[config.mk]
export PLATFORM = sky130hd
export DESIGN_NAME = pfpu_dma_rd_flat
export DESIGN_NICKNAME = d
export VERILOG_FILES = /design/src/rtl/pfpu_dma_rd_if.sv /design/src/rtl/pfpu_dma_rd.sv /design/src/flat_wrapper.sv
export SDC_FILE = /design/constraint.sdc
export NUM_CORES = 1
export LEC_CHECK = 0
export CAP_MARGIN = 20
export CELL_PAD_IN_SITES_DETAIL_PLACEMENT = 1
export CELL_PAD_IN_SITES_GLOBAL_PLACEMENT = 1
export CORE_MARGIN = 10
export CORE_UTILIZATION = 40
export DETAILED_ROUTE_END_ITERATION = 7
export GPL_TIMING_DRIVEN = 0
export PLACE_DENSITY = 0.9
export SETUP_SLACK_MARGIN = 0.2
export SYNTH_ARGS = -nofsm -noshare
export SYNTH_HDL_FRONTEND = slang
export SYNTH_SLANG_ARGS = --single-unit
[constraint.sdc]
create_clock -name sys_clk -period 9 [get_ports sys_clk]
set_clock_uncertainty 0.15 [all_clocks]
set_input_delay 1.8 -clock sys_clk [delete_from_list [all_inputs] [get_ports sys_clk]]
set_output_delay 1.8 -clock sys_clk [all_outputs]
set_load 0.01 [all_outputs]
[src/rtl/pfpu_dma_rd_if.sv]
// rtl/pfpu_dma_rd_if.sv - Wishbone read bus and vertex stream bundle for pfpu_dma_rd
interface pfpu_dma_rd_if #(
    parameter int MESH_BITS = 7
);
    logic [31:0]          wbm_adr_o;
    logic                 wbm_cyc_o;
    logic                 wbm_stb_o;
    logic                 wbm_we_o;
    logic [31:0]          wbm_dat_i;
    logic                 wbm_ack_i;
    logic                 wbm_err_i;

    logic                 vtx_valid;
    logic                 vtx_ready;
    logic [MESH_BITS-1:0] vtx_x;
    logic [MESH_BITS-1:0] vtx_y;
    logic [31:0]          vtx_d1;
    logic [31:0]          vtx_d2;

    // DMA side: drives the bus request and the vertex stream
    modport master (
        output wbm_adr_o, wbm_cyc_o, wbm_stb_o, wbm_we_o,
        output vtx_valid, vtx_x, vtx_y, vtx_d1, vtx_d2,
        input  wbm_dat_i, wbm_ack_i, wbm_err_i,
        input  vtx_ready
    );

    // Memory / consumer side
    modport slave (
        input  wbm_adr_o, wbm_cyc_o, wbm_stb_o, wbm_we_o,
        input  vtx_valid, vtx_x, vtx_y, vtx_d1, vtx_d2,
        output wbm_dat_i, wbm_ack_i, wbm_err_i,
        output vtx_ready
    );
endinterface

[src/rtl/pfpu_dma_rd.sv]
// rtl/pfpu_dma_rd.sv - mesh vertex read DMA; optional bus-error abort under PFPU_DMA_RD_ERR_EN
module pfpu_dma_rd #(
    parameter int MESH_BITS = 7
) (
    input  logic                 sys_clk,
    input  logic                 sys_rst,
    input  logic                 start,
    input  logic [28:0]          dma_base,
    input  logic [MESH_BITS-1:0] hmeshlast,
    input  logic [MESH_BITS-1:0] vmeshlast,
    output logic                 busy,
    output logic                 done,
    output logic                 err,
    pfpu_dma_rd_if.master        bus
);

    localparam logic [1:0] S_IDLE    = 2'd0;
    localparam logic [1:0] S_RD1     = 2'd1;
    localparam logic [1:0] S_RD2     = 2'd2;
    localparam logic [1:0] S_PRESENT = 2'd3;

    localparam logic [MESH_BITS-1:0] MESH_ONE = {{(MESH_BITS-1){1'b0}}, 1'b1};

    logic [1:0]           state_q, state_d;
    logic [28:0]          base_q, base_d;
    logic [MESH_BITS-1:0] hlast_q, hlast_d;
    logic [MESH_BITS-1:0] vlast_q, vlast_d;
    logic [MESH_BITS-1:0] x_q, x_d;
    logic [MESH_BITS-1:0] y_q, y_d;
    logic [31:0]          d1_q, d1_d;
    logic [31:0]          d2_q, d2_d;
    logic                 done_q, done_d;
    logic                 err_q, err_d;

    logic [28:0]          vstart;
    logic                 last_vtx;
    logic                 bus_err;

    // Vertex pair index; {y,x} packs the mesh position, wrapping modulo 2^29
    assign vstart   = base_q + {{(29 - 2*MESH_BITS){1'b0}}, y_q, x_q};
    assign last_vtx = (x_q == hlast_q) && (y_q == vlast_q);

`ifdef PFPU_DMA_RD_ERR_EN
    assign bus_err = bus.wbm_err_i;
`else
    // Bus errors are not honoured; the cycle simply waits for an ack
    logic unused_wbm_err;
    assign unused_wbm_err = bus.wbm_err_i;
    assign bus_err        = 1'b0;
`endif

    // Next-state logic: frame scan and Wishbone word sequencing
    always_comb begin
        state_d = state_q;
        base_d  = base_q;
        hlast_d = hlast_q;
        vlast_d = vlast_q;
        x_d     = x_q;
        y_d     = y_q;
        d1_d    = d1_q;
        d2_d    = d2_q;
        err_d   = err_q;
        done_d  = 1'b0;
        case (state_q)
            S_IDLE: begin
                if (start) begin
                    base_d  = dma_base;
                    hlast_d = hmeshlast;
                    vlast_d = vmeshlast;
                    x_d     = '0;
                    y_d     = '0;
                    err_d   = 1'b0;
                    state_d = S_RD1;
                end
            end
            S_RD1: begin
                if (bus_err) begin
                    err_d   = 1'b1;
                    done_d  = 1'b1;
                    state_d = S_IDLE;
                end else if (bus.wbm_ack_i) begin
                    d1_d    = bus.wbm_dat_i;
                    state_d = S_RD2;
                end
            end
            S_RD2: begin
                if (bus_err) begin
                    err_d   = 1'b1;
                    done_d  = 1'b1;
                    state_d = S_IDLE;
                end else if (bus.wbm_ack_i) begin
                    d2_d    = bus.wbm_dat_i;
                    state_d = S_PRESENT;
                end
            end
            S_PRESENT: begin
                if (bus.vtx_ready) begin
                    if (last_vtx) begin
                        done_d  = 1'b1;
                        state_d = S_IDLE;
                    end else begin
                        state_d = S_RD1;
                        if (x_q == hlast_q) begin
                            x_d = '0;
                            y_d = y_q + MESH_ONE;
                        end else begin
                            x_d = x_q + MESH_ONE;
                        end
                    end
                end
            end
            default: state_d = S_IDLE;
        endcase
    end

    // State registers, cleared asynchronously so a reset drops any bus cycle at once
    always_ff @(posedge sys_clk or posedge sys_rst) begin
        if (sys_rst) begin
            state_q <= S_IDLE;
            base_q  <= '0;
            hlast_q <= '0;
            vlast_q <= '0;
            x_q     <= '0;
            y_q     <= '0;
            d1_q    <= '0;
            d2_q    <= '0;
            done_q  <= 1'b0;
            err_q   <= 1'b0;
        end else begin
            state_q <= state_d;
            base_q  <= base_d;
            hlast_q <= hlast_d;
            vlast_q <= vlast_d;
            x_q     <= x_d;
            y_q     <= y_d;
            d1_q    <= d1_d;
            d2_q    <= d2_d;
            done_q  <= done_d;
            err_q   <= err_d;
        end
    end

    // Word address: bit 2 selects the first or second word of the vertex pair
    always_comb begin
        bus.wbm_adr_o = 32'd0;
        if (state_q == S_RD1) begin
            bus.wbm_adr_o = {vstart, 3'b000};
        end else if (state_q == S_RD2) begin
            bus.wbm_adr_o = {vstart, 3'b100};
        end
    end

    assign bus.wbm_cyc_o = (state_q == S_RD1) || (state_q == S_RD2);
    assign bus.wbm_stb_o = (state_q == S_RD1) || (state_q == S_RD2);
    assign bus.wbm_we_o  = 1'b0;

    assign bus.vtx_valid = (state_q == S_PRESENT);
    assign bus.vtx_x     = x_q;
    assign bus.vtx_y     = y_q;
    assign bus.vtx_d1    = d1_q;
    assign bus.vtx_d2    = d2_q;

    assign busy = (state_q != S_IDLE);
    assign done = done_q;
    assign err  = err_q;

endmodule

[src/flat_wrapper.sv]
// flat-port wrapper written by rule: the top's interface ports become plain ports
module pfpu_dma_rd_flat 
#(
    parameter int MESH_BITS = 7
)
  (sys_clk, sys_rst, start, dma_base, hmeshlast, vmeshlast, busy, done, err, bus_wbm_adr_o, bus_wbm_cyc_o, bus_wbm_stb_o, bus_wbm_we_o, bus_vtx_valid, bus_vtx_x, bus_vtx_y, bus_vtx_d1, bus_vtx_d2, bus_wbm_dat_i, bus_wbm_ack_i, bus_wbm_err_i, bus_vtx_ready);
  pfpu_dma_rd_if #(.MESH_BITS(MESH_BITS)) bus_i ();
  input  logic sys_clk;
  input  logic sys_rst;
  input  logic start;
  input  logic [28:0] dma_base;
  input  logic [MESH_BITS-1:0] hmeshlast;
  input  logic [MESH_BITS-1:0] vmeshlast;
  output logic busy;
  output logic done;
  output logic err;
  output wire logic [$bits(bus_i.wbm_adr_o)-1:0] bus_wbm_adr_o;
  output wire logic [$bits(bus_i.wbm_cyc_o)-1:0] bus_wbm_cyc_o;
  output wire logic [$bits(bus_i.wbm_stb_o)-1:0] bus_wbm_stb_o;
  output wire logic [$bits(bus_i.wbm_we_o)-1:0] bus_wbm_we_o;
  output wire logic [$bits(bus_i.vtx_valid)-1:0] bus_vtx_valid;
  output wire logic [$bits(bus_i.vtx_x)-1:0] bus_vtx_x;
  output wire logic [$bits(bus_i.vtx_y)-1:0] bus_vtx_y;
  output wire logic [$bits(bus_i.vtx_d1)-1:0] bus_vtx_d1;
  output wire logic [$bits(bus_i.vtx_d2)-1:0] bus_vtx_d2;
  input wire logic [$bits(bus_i.wbm_dat_i)-1:0] bus_wbm_dat_i;
  input wire logic [$bits(bus_i.wbm_ack_i)-1:0] bus_wbm_ack_i;
  input wire logic [$bits(bus_i.wbm_err_i)-1:0] bus_wbm_err_i;
  input wire logic [$bits(bus_i.vtx_ready)-1:0] bus_vtx_ready;
  assign bus_wbm_adr_o = bus_i.wbm_adr_o;
  assign bus_wbm_cyc_o = bus_i.wbm_cyc_o;
  assign bus_wbm_stb_o = bus_i.wbm_stb_o;
  assign bus_wbm_we_o = bus_i.wbm_we_o;
  assign bus_vtx_valid = bus_i.vtx_valid;
  assign bus_vtx_x = bus_i.vtx_x;
  assign bus_vtx_y = bus_i.vtx_y;
  assign bus_vtx_d1 = bus_i.vtx_d1;
  assign bus_vtx_d2 = bus_i.vtx_d2;
  assign bus_i.wbm_dat_i = bus_wbm_dat_i;
  assign bus_i.wbm_ack_i = bus_wbm_ack_i;
  assign bus_i.wbm_err_i = bus_wbm_err_i;
  assign bus_i.vtx_ready = bus_vtx_ready;
  pfpu_dma_rd #(.MESH_BITS(MESH_BITS)) u_core (.sys_clk(sys_clk), .sys_rst(sys_rst), .start(start), .dma_base(dma_base), .hmeshlast(hmeshlast), .vmeshlast(vmeshlast), .busy(busy), .done(done), .err(err), .bus(bus_i));
endmodule
==> results by group <==
Outcome
  • Run status: finished clean

Cells and area
  • Layout fillers: 1721
  • Commonest non-fill, non-tap cell in the layout: clkdlybuf4s50_1
  • # nets final: 898
  • Most frequent cells in the layout: clkdlybuf4s50_1 (192), dfrtp_1 (124), mux2_2 (109), a21oi_1 (42), nand2_1 (34)
  • Synth-to-Final Area Change: 43.17%
  • Share of post-route cells with drive strength above 1: 0.2069
  • Final Util: 0.5892

Routing
  • # DRC: 0
  • Total number of vias: 5613
  • Via density: 5.481
  • Antenna-violating nets left: 0
  • Final wirelength: 24.69 mm
  • Starting DRT DRC Count: 309
  • DR WL/cell: about 24 um
  • TritonRoute pass-1 iters: 5

Job
  • Max Cap Viol: 0

GRT
  • Pin count of the biggest net entering global routing: 67
  • Busiest grt layer: met2
  • GRT Util Overall: 0.2256
  • Initial antenna violation count: 4
  • Vias in the first global route: 6440
  • Aggregate global routing overflow: 0
  • M1 GR Usage: 0.2425
  • GR Util met2: 0.3846
  • First-pass GRT wire length: 38.43 mm
  • Met3 usage: 0.1165

STA
  • Setup TNS: 0 ps
  • RSZ-0062 raised after global routing: no
  • Final hold vios: 0
  • Tcrit/Tclk final: 0.6243
  • Final setup viols: 0
  • Final Max Slew Viols: 0
  • Fmax: approximately 180 MHz
  • Final hold slack: 356.7 ps
  • Slew margin rel.: 0.5119
  • Worst Tran Pin Value: 728.9 ps
  • Min Tclk post-route: 5618 ps

Worst setup path
  • Cell-by-cell trace of the critical path: ha_1 > inv_1 > fa_1 > nor2b_1 > o31a_1 > o211ai_1 > a2111o_1 > o21ai_0 > clkdlybuf4s50_1
  • Setup Crit Path Kind: reg2out
  • Crit. End Element: primary output
  • CP required: 7050 ps
  • Crit-path max cell delay: 600 ps
  • Startpoint Class: flop
  • Worst path arrival time: roughly 3700 ps
  • Slowest CP cell: clkdlybuf4s50_1
  • CP bufs+invs: 2
  • Crit-path max FO: 8
  • CP delay by family, top: compound AO/OA/AOI/OAI gates

Synthesis
  • Top cell type's share of synthesized area: 0.4712
  • Post-synthesis sequential element count: 124
  • Top cells by area, synth: dfrtp_1 (47%), mux2_2 (19%), ha_1 (4.0%)
  • Yosys cell types: 59
  • EDFF count, synth: 0
  • Post-Syn Instances: 580
  • Avg Inst Size Synth: 11.35 um2
  • Area leader, netlist: dfrtp_1
  • YS warnings: 0
  • Synth Cell Area: 6585 um2
  • Post-synthesis sequential area ratio: 0.4712
  • Post-synth ARST share: 1.000
  • Dominant synthesized flop cell: dfrtp_1

Clock tree
  • Root Buffer Master: clkbuf_16
  • CTS Buf Count: 17
  • Hold_buf cts: 0
  • TritonCTS clock tree: built
  • Buffer count from post-CTS setup fixing: 0
  • Clk sinks: approximately 120
  • CTS resizes: 0
  • H-tree Lvls: 4
  • Clock buffer depth: 2
  • Clk pin slew, worst setup/hold paths: 50 ps
  • Clk Latency, worst-skew pair: 420 ps

Floorplan
  • Die X: roughly 150 um
  • Area of the core: 16000 um2
  • Initial Util: 0.4116
  • # IOs: between 150 and 200
  • Row Count: 46
  • Die Ht: 148.3 um
  • Die area: 21990 um2

Power
  • Peak supply drop: about 0.00019 V
  • LEAKAGE: 3.964 nW
  • Cell Pwr Density: 376.4 nW/um2

Placed design
  • Buffers added on ports: 192
  • Gpl congestion: 0.8689
  • Dpl hpwl: roughly 18 mm

Worst hold path
  • Min-delay worst type: reg2reg
-- flip-flops by register name, summed over array words and instances (netlist names) --
register           flops
u_core.bus.vtx_d2     32
u_core.vlast_q         7
u_core.state_q         2
u_core.bus.vtx_x       7
u_core.bus.vtx_y       7
u_core.hlast_q         7
u_core.bus.vtx_d1     32
u_core.done            1
u_core.base_q         29
-- logic make-up (layout without fill, tap and decap cells) --
logic type,after synthesis,in the layout,share of synthesized area
adder cells (fa/ha/maj),22,22,0.04294
buffers and inverters,47,271,0.03800
flip-flops,124,124,0.4712
multiplexers,114,114,0.1940
AND/OR/NAND/NOR,135,135,0.1079
other,1,5,0.0005695
AO/OA/AOI/OAI,117,117,0.1188
XOR/XNOR,20,20,0.02660
-- routing by layer --
layer,vias to the layer above,part of all wire
met1,2805,0.38
met4,6,0.012
li1,2553,-
met2,221,0.50
met5,-,0.0014
met3,28,0.11
-- where the power goes --
| part | total [W] | switching [W] | internal [W] |
|---|---|---|---|
| Clock | 0.000715 | 0.000251 | 0.000463 |
| Combinational | 0.00181 | 0.000888 | 0.000919 |
| Sequential | 0.00103 | 0.000207 | 0.000820 |
| Total | 0.00355 | 0.00135 | 0.00220 |
-- final cells by class --
cell class,count,area (um2),share of cell area
flip-flops and latches,124,3103,0.3291
inverters,15,61.31,0.006503
repair buffers,193,1949,0.2068
clock buffers,25,495.5,0.05255
clock inverters,6,108.9,0.01155
diodes,1,2.502,0.0002654
plain buffers,32,193.9,0.02057
multi-input cells,412,3243,0.3440
well taps,216,270.3,0.02867
-- worst reg2reg max path, stage by stage (launching register included) --
cell	delay, ps
dfrtp_1	420
inv_1	110
ha_1	360
inv_1	90
o211ai_1	180
a41o_1	300
buf_2	200
nor2_1	390
mux2_2	390
-- cell usage after synthesis, types with 5 or more instances --
master    instances
or4_1             9
a21o_1           10
nor2_1           24
ha_1             21
inv_1            15
dfrtp_1         124
a2111o_1          6
buf_1             7
nand3_1          14
nand4_1          12
xnor2_1           7
o21ai_0          16
mux2i_1           5
xor2_1           13
buf_4             7
a21oi_1          42
o31ai_1          10
nor3_1            8
mux2_2          109
clkbuf_1          9
nand2_1          34
nand2b_1          8
-- worst paths after layout --
| check | from | slack [ps] | depth (start not counted) | endpoint |
|---|---|---|---|---|
| worst max-delay path | u_core.bus.vtx_x[0]$_DFFE_PP0P_ | 3380 | 9 | bus_wbm_adr_o[25] |
| worst max register to register | u_core.state_q[1]$_DFFE_PP0P_ | 6290 | 8 | u_core.bus.vtx_y[0]$_DFFE_PP0P_ |
| min in group asynchronous | sys_rst | 1720 | 2 | u_core.bus.vtx_d2[9]$_DFFE_PP0P_ |
| max in group asynchronous | sys_rst | 6260 | 3 | u_core.base_q[23]$_DFFE_PP0P_ |
| worst min-delay path | u_core.bus.vtx_d1[24]$_DFFE_PP0P_ | 360 | 1 | u_core.bus.vtx_d1[24]$_DFFE_PP0P_ |
| worst min register to register | u_core.bus.vtx_d1[24]$_DFFE_PP0P_ | 360 | 1 | u_core.bus.vtx_d1[24]$_DFFE_PP0P_ |
-- metrics by stage --
step | area (um2) | cells | worst slack, ps | power (W)
floorplan | 6596 | 583 | 3751 | 0.001905
global placement | 8788 | 991 | 2165 | 0.002702
detailed placement | 8821 | 992 | 3871 | 0.002816
CTS | 9425 | 1023 | 3389 | 0.003579
global route | 9425 | 1023 | 3123 | 0.003763
finish | 9428 | 1024 | 3382 | 0.003549
No activity file was read; power rests on OpenSTA's default activity.
